`src/rtl/mix_columns_iter.sv`:
```
// mix_columns_iter: iterative AES-128 MixColumns stage between ShiftRows and
// AddRoundKey. Mixes COLS_PER_CYCLE columns per busy cycle. A per-block bypass
// forwards the state unmixed for the final round.
// Optional feature macro: AES_INV_MIX_COLUMNS_EN adds an 'inv' port selecting
// InvMixColumns (coefficients 0E,0B,0D,09). Without the macro only the forward
// transform exists.
module mix_columns_iter #(
  parameter int COLS_PER_CYCLE = 1
) (
  input  logic         clk,
  input  logic         rst_n,
  input  logic         in_valid,
  output logic         in_ready,
  input  logic [127:0] in_data,
  input  logic         in_bypass,
`ifdef AES_INV_MIX_COLUMNS_EN
  input  logic         inv,
`endif
  output logic         out_valid,
  input  logic         out_ready,
  output logic [127:0] out_data,
  output logic         busy
);

  // Only 1, 2 or 4 columns per cycle divide the four-column state evenly.
  generate
    if (COLS_PER_CYCLE != 1 && COLS_PER_CYCLE != 2 && COLS_PER_CYCLE != 4) begin : g_bad_cols
      $error("mix_columns_iter: COLS_PER_CYCLE must be 1, 2 or 4");
    end
  endgenerate

  localparam logic [2:0] COLS_INC = 3'(COLS_PER_CYCLE);
  // col_cnt value of the busy cycle that covers column 3.
  localparam logic [1:0] LAST_CNT = 2'(4 - COLS_PER_CYCLE);

  typedef enum logic [1:0] {
    ST_IDLE = 2'd0,
    ST_BUSY = 2'd1,
    ST_DONE = 2'd2
  } state_t;

  state_t         state_r;
  state_t         state_nxt_s;
  logic [1:0]     col_cnt_r;
  logic [1:0]     col_cnt_nxt_s;
  logic [127:0]   data_r;
  logic [127:0]   result_r;
  logic [31:0]    mixed_s [4];
  logic [3:0]     win_s;
`ifdef AES_INV_MIX_COLUMNS_EN
  logic           inv_r;
`endif

  // GF(2^8) multiply by 2, reduction polynomial 0x11B.
  function automatic logic [7:0] xtime(input logic [7:0] a);
    return {a[6:0], 1'b0} ^ (a[7] ? 8'h1B : 8'h00);
  endfunction

  // Forward MixColumns on one column; row 0 byte is the MSB.
  function automatic logic [31:0] mix_fwd(input logic [31:0] col);
    logic [7:0] a0, a1, a2, a3;
    logic [7:0] b0, b1, b2, b3;
    a0 = col[31:24]; a1 = col[23:16]; a2 = col[15:8]; a3 = col[7:0];
    b0 = xtime(a0); b1 = xtime(a1); b2 = xtime(a2); b3 = xtime(a3);
    return {b0 ^ (b1 ^ a1) ^ a2 ^ a3,
            a0 ^ b1 ^ (b2 ^ a2) ^ a3,
            a0 ^ a1 ^ b2 ^ (b3 ^ a3),
            (b0 ^ a0) ^ a1 ^ a2 ^ b3};
  endfunction

`ifdef AES_INV_MIX_COLUMNS_EN
  // Multiply by 9, 11, 13, 14 built from chained xtime; packed {m14,m13,m11,m9}.
  function automatic logic [31:0] inv_mults(input logic [7:0] a);
    logic [7:0] x2, x4, x8;
    x2 = xtime(a);
    x4 = xtime(x2);
    x8 = xtime(x4);
    return {x8 ^ x4 ^ x2, x8 ^ x4 ^ a, x8 ^ x2 ^ a, x8 ^ a};
  endfunction

  // InvMixColumns on one column.
  function automatic logic [31:0] mix_inv(input logic [31:0] col);
    logic [31:0] m0, m1, m2, m3;
    m0 = inv_mults(col[31:24]);
    m1 = inv_mults(col[23:16]);
    m2 = inv_mults(col[15:8]);
    m3 = inv_mults(col[7:0]);
    // Fields: [31:24]=14a, [23:16]=13a, [15:8]=11a, [7:0]=9a
    return {m0[31:24] ^ m1[15:8]  ^ m2[23:16] ^ m3[7:0],
            m0[7:0]   ^ m1[31:24] ^ m2[15:8]  ^ m3[23:16],
            m0[23:16] ^ m1[7:0]   ^ m2[31:24] ^ m3[15:8],
            m0[15:8]  ^ m1[23:16] ^ m2[7:0]   ^ m3[31:24]};
  endfunction
`endif

  // State register.
  always_ff @(posedge clk or negedge rst_n) begin
    if (!rst_n) begin
      state_r <= ST_IDLE;
    end else begin
      state_r <= state_nxt_s;
    end
  end

  // Next-state decode; bypassed blocks skip the busy phase entirely.
  always_comb begin
    state_nxt_s = state_r;
    case (state_r)
      ST_IDLE: begin
        if (in_valid) begin
          state_nxt_s = in_bypass ? ST_DONE : ST_BUSY;
        end else begin
          state_nxt_s = ST_IDLE;
        end
      end
      ST_BUSY: begin
        if (col_cnt_r == LAST_CNT) begin
          state_nxt_s = ST_DONE;
        end else begin
          state_nxt_s = ST_BUSY;
        end
      end
      ST_DONE: begin
        if (out_ready) begin
          state_nxt_s = ST_IDLE;
        end else begin
          state_nxt_s = ST_DONE;
        end
      end
      default: state_nxt_s = ST_IDLE;
    endcase
  end

  // Handshake outputs decoded straight from the state register.
  always_comb begin
    in_ready  = 1'b0;
    out_valid = 1'b0;
    busy      = 1'b0;
    case (state_r)
      ST_IDLE: begin
        in_ready = 1'b1;
      end
      ST_BUSY: begin
        busy = 1'b1;
      end
      ST_DONE: begin
        out_valid = 1'b1;
        busy      = 1'b1;
      end
      default: begin
        in_ready = 1'b0;
      end
    endcase
  end

  // Per-column mix results and the window of columns handled this cycle.
  always_comb begin
    logic [1:0] off;
    col_cnt_nxt_s = 2'(({1'b0, col_cnt_r}) + COLS_INC);
    win_s = 4'b0000;
    for (int c = 0; c < 4; c++) begin
      off = 2'(c) - col_cnt_r;
      win_s[c] = ({1'b0, off} < COLS_INC);
`ifdef AES_INV_MIX_COLUMNS_EN
      if (inv_r) begin
        mixed_s[c] = mix_inv(data_r[127-32*c -: 32]);
      end else begin
        mixed_s[c] = mix_fwd(data_r[127-32*c -: 32]);
      end
`else
      mixed_s[c] = mix_fwd(data_r[127-32*c -: 32]);
`endif
    end
  end

  // Datapath: latch on acceptance only, then fill the result column by column.
  always_ff @(posedge clk or negedge rst_n) begin
    if (!rst_n) begin
      data_r    <= 128'd0;
      result_r  <= 128'd0;
      col_cnt_r <= 2'd0;
`ifdef AES_INV_MIX_COLUMNS_EN
      inv_r     <= 1'b0;
`endif
    end else begin
      case (state_r)
        ST_IDLE: begin
          if (in_valid) begin
            data_r    <= in_data;
            col_cnt_r <= 2'd0;
`ifdef AES_INV_MIX_COLUMNS_EN
            inv_r     <= inv;
`endif
            if (in_bypass) begin
              result_r <= in_data;
            end
          end
        end
        ST_BUSY: begin
          for (int c = 0; c < 4; c++) begin
            if (win_s[c]) begin
              result_r[127-32*c -: 32] <= mixed_s[c];
            end
          end
          // Wraps to 0 on the last busy cycle.
          col_cnt_r <= col_cnt_nxt_s;
        end
        default: begin
          col_cnt_r <= col_cnt_r;
        end
      endcase
    end
  end

  assign out_data = result_r;

endmodule

```
`config.mk`:
```
export PLATFORM = sky130hd
export DESIGN_NAME = mix_columns_iter
export DESIGN_NICKNAME = d
export VERILOG_FILES = /design/src/rtl/mix_columns_iter.sv
export SDC_FILE = /design/constraint.sdc
export NUM_CORES = 1
export LEC_CHECK = 0
export CAP_MARGIN = 30
export CELL_PAD_IN_SITES_DETAIL_PLACEMENT = 1
export CELL_PAD_IN_SITES_GLOBAL_PLACEMENT = 2
export CORE_MARGIN = 10
export CORE_UTILIZATION = 25
export DETAILED_ROUTE_END_ITERATION = 8
export MAX_ROUTING_LAYER = met4
export PLACE_DENSITY_LB_ADDON = 0.1
export SLEW_MARGIN = 15
export SYNTH_ARGS = -nofsm -noshare
export SYNTH_HDL_FRONTEND = slang
export SYNTH_SLANG_ARGS = --single-unit
```
`constraint.sdc`:
```
create_clock -name clk -period 2.2 [get_ports clk]
set_input_delay 0.22 -clock clk [delete_from_list [all_inputs] [get_ports clk]]
set_output_delay 0.22 -clock clk [all_outputs]
set_load 0.05 [all_outputs]
```
==> metrics.log <==
[metrics] crit path DAT: 2600 ps
[metrics] initial core utilization: 0.254
[metrics] routed wl met2: 24600 um
[metrics] DRC violations left: 0
[metrics] crit path buf inv count: 3
[metrics] distinct cell type count of the synthesized netlist: 38
[metrics] global-route wire length before repair: 77800 um
[metrics] maximum number of pins on one net before global-route repair: 105
[metrics] via count of the first global-routing pass: ~12000
[metrics] layout cells sized above 1: 0.163
[metrics] class of the most critical hold timing path: input pin to asynchronous set/reset pin
[metrics] share of the clock period used by the worst path after layout: 0.989
[metrics] first-pass detailed-route iteration total: 4
[metrics] worst stage delay on the critical path: 390 ps
[metrics] Root Driver: sky130_fd_sc_hd__clkbuf_16
[metrics] gpl congestion: ~0.72
[metrics] Top Family by Delay on Critical Path: simple AND/OR/NAND/NOR gates
[metrics] wire length the detailed router placed on met1: 23700 um
[metrics] Routed Antenna Nets: 0
[metrics] CTS tree: done
[metrics] Synth Flop Type: sky130_fd_sc_hd__dfrtp_1
[metrics] R2R depth: 7
[metrics] number of antenna violations at the first check in global routing: 1
[metrics] total grt overflow: 0
[metrics] adder-cell share of the synthesized area: 0.00748
[metrics] top layer used by detailed routing: met4
[metrics] cell count after synthesis: 1237
[metrics] Max clock buf depth: 3
[metrics] CP Class: flip-flop to flip-flop
[metrics] total global-route track usage: 0.147
[metrics] yosys warns: 0
[metrics] startpoint class of the critical path: flip-flop
[metrics] Starting DRT DRC Count: 333
[metrics] total length of routed met3 wires: 1990 um
[metrics] die height: 265 um
[metrics] maximum clock frequency: 460 MHz
[metrics] total clock buffers created by CTS: 35
[metrics] result of the run: completed
[metrics] Worst Skew: 11.2 ps
[metrics] vias per std cell: 4.52
[metrics] share of the yosys chip area belonging to registers: 0.432
[metrics] register-to-register setup slack: 30 ps
[metrics] final-report max-slew violation count: 0
[metrics] Die Outline Area: 0.0705 mm^2
[metrics] main combinational cell family by area after synthesis: XOR/XNOR gates
[metrics] portion of netlist area occupied by mux cells: 0.103
[metrics] Crit Path Max Fanout: 27
[metrics] cells traversed along the worst timing path: buf_4 > ha_4 > buf_2 > nor2b_2 > or3_4 > clkbuf_16 > a221o_1
[metrics] number of core rows: 89
[metrics] final-stage net count: between 1500 and 2000
[metrics] number of enable flip-flop cells after synthesis: 0
[metrics] compound-cell area share of the yosys netlist: 0.0813
[metrics] post-synthesis share of cell area spent on xor and xnor gates: 0.265
[metrics] crit path time final: approximately 2200 ps
[metrics] Netlist Area Pre-Place: 0.0151 mm^2
[metrics] total negative setup slack: 0 ps
[metrics] synthesis-to-layout area growth: 32.3%
[metrics] number of H-tree levels: 2
[metrics] number of vias in the routed layout: 10400
[metrics] average size of a mapped cell: ~12 um^2
[metrics] detailed-placement wirelength estimate: 36000 um
[metrics] number of buffers added on ports: 263
[metrics] die width: around 270 um
[metrics] Clock Sinks: 260
[metrics] Core ar.: 0.0594 mm^2
[metrics] proportion of register bits with asynchronous set or reset after synthesis: 1.00
[metrics] synthesized net count: 1379
[metrics] number of hold-slack violations in the final timing report: 0
[metrics] count of pins on the block boundary: 264
[metrics] post-synthesis sequential element count: 260
[metrics] average wire per standard cell: 22.3 um
[metrics] insertion delay of the later-clocked pin in the worst-skew pair: around 550 ps
[metrics] Slowest-stage cell, CP: sky130_fd_sc_hd__or3_4
[metrics] required arrival time at the worst endpoint: 2630 ps
[metrics] capture point of the worst reg-to-reg path: out_data[8]
[metrics] simple logic cell fraction of the synthesized area: 0.0774
[metrics] Reg clk slew, reported paths: 60 ps
[metrics] final-report setup violation count: 0
[metrics] RSZ-0062 raised after global routing: yes
[metrics] Critical R2R Launch: state_r[0]
[metrics] total wire length after detailed routing: between 50000 and 60000 um
[metrics] number of max-cap violations: 0
[metrics] Worst Tran Pin Value: 642 ps
[metrics] Hold Worst Slack: between 150 and 200 ps
[metrics] headroom to the max-slew limit: 0.569
[metrics] type of element capturing the critical path: flip-flop
[timing repair]
| action | in CTS | in global routing |
|---|---|---|
| pin swaps | 0 | 0 |
| hold buffers | 1 | 0 |
| endpoints found under the setup margin | 2 | 108 |
| gates resized for setup | 0 | 7 |
| hold endpoints to repair | 93 | 0 |
| gates cloned | 0 | 1 |
| buffers inserted | 1 | 3 |
[metal layers]
metal	vias up	GRT usage
li1	4832	-
met1	5294	0.188
met3	56	0.0299
met2	169	0.237
met5	-	-
met4	0	0.0323
[final cells by class]
cell class,instances,area [um^2]
sequential,260,6510
tap,773,967
inverter,8,30.0
multi-input combinational,880,8090
clock buffer,58,1110
timing repair buffer,307,3190
fill,6398,39400
clock inverter,5,25.0
antenna,1,2.50
[cell usage in the layout (no fill, tap or decap), types with 2 or more instances in the layout]
cell type and count:
sky130_fd_sc_hd__mux2_2 126, sky130_fd_sc_hd__nand3b_1 18, sky130_fd_sc_hd__o211ai_1 18, sky130_fd_sc_hd__nor3_2 3, sky130_fd_sc_hd__nand2_1 26, sky130_fd_sc_hd__xnor2_1 315, sky130_fd_sc_hd__and2_1 4, sky130_fd_sc_hd__mux2i_1 14
sky130_fd_sc_hd__nor2_1 17, sky130_fd_sc_hd__xnor3_1 17, sky130_fd_sc_hd__o21ai_0 3, sky130_fd_sc_hd__clkbuf_8 11, sky130_fd_sc_hd__ha_4 2, sky130_fd_sc_hd__nor2b_1 3, sky130_fd_sc_hd__ha_1 7, sky130_fd_sc_hd__clkinv_2 5
sky130_fd_sc_hd__clkdlybuf4s50_1 259, sky130_fd_sc_hd__buf_4 27, sky130_fd_sc_hd__clkbuf_1 10, sky130_fd_sc_hd__nor3b_1 96, sky130_fd_sc_hd__a221o_1 96, sky130_fd_sc_hd__inv_1 8, sky130_fd_sc_hd__clkbuf_16 38, sky130_fd_sc_hd__a21oi_1 15
sky130_fd_sc_hd__xor2_1 78, sky130_fd_sc_hd__buf_12 15, sky130_fd_sc_hd__xnor2_4 2, sky130_fd_sc_hd__dfrtp_1 260, sky130_fd_sc_hd__xnor2_2 4, sky130_fd_sc_hd__or3_2 2
[worst register-to-register path: stages, from the launching register on]
cell and delay [ps]:
sky130_fd_sc_hd__dfrtp_1 380, sky130_fd_sc_hd__buf_4 150, sky130_fd_sc_hd__ha_4 190, sky130_fd_sc_hd__buf_2 180
sky130_fd_sc_hd__nor2b_2 180, sky130_fd_sc_hd__or3_4 390, sky130_fd_sc_hd__clkbuf_16 240, sky130_fd_sc_hd__a221o_1 360
[state kept, by name (all words and copies together) (netlist names)]
name       cells
state_r        2
col_cnt_r      2
out_data     128
data_r       128
[worst max-delay path by stage]
stage	end	slack (ps)	depth (start not counted)	from
after detailed placement	out_data[18]	-70	5	in_valid
after floorplan	out_data[93]	60	7	state_r[0]
final	out_data[8]	30	7	state_r[0]
after CTS	out_data[92]	3	8	state_r[1]
after global placement	out_data[14]	-60	5	in_bypass
after global routing	out_data[26]	-30	7	state_r[0]
[kinds of logic after synthesis]
group,Yosys count
AOI/OAI and AO/OA,135
DFF,260
adders and majority gates,9
buffers and inverters,97
and+or+nand+nor,178
muxes,140
xor gates and xnor gates,418
[cell usage after synthesis (all sizes together), types with 3 or more instances]
cell type	number	area share
a21oi	15	0.0050
a221o	96	0.064
and2	5	0.0021
buf	62	0.025
clkbuf	27	0.0068
dfrtp	260	0.43
ha	9	0.0075
inv	8	0.0020
mux2	126	0.094
mux2i	14	0.0093
nand2	27	0.0067
nand3b	18	0.0090
nor2	18	0.0047
nor2b	4	0.0017
nor3	4	0.0031
nor3b	96	0.048
o211ai	18	0.0090
o21ai	3	0.0010
or3	4	0.0017
xnor2	321	0.19
xnor3	17	0.025
xor2	79	0.046
[through the flow]
stage	instances	utilization	area (um^2)	setup WS, ps
finish	2292	0.336	19900	25.0
global route	2292	0.336	19900	-29.0
CTS	2287	0.334	19800	3.24
detailed placement	2222	0.315	18700	-72.4
global placement	2222	0.315	18700	-60.8
floorplan	1237	-	15100	57.8
Power is left out: the tool's default activity adds up to more than one toggle a clock period on the data nets, which glitch-free logic cannot reach.
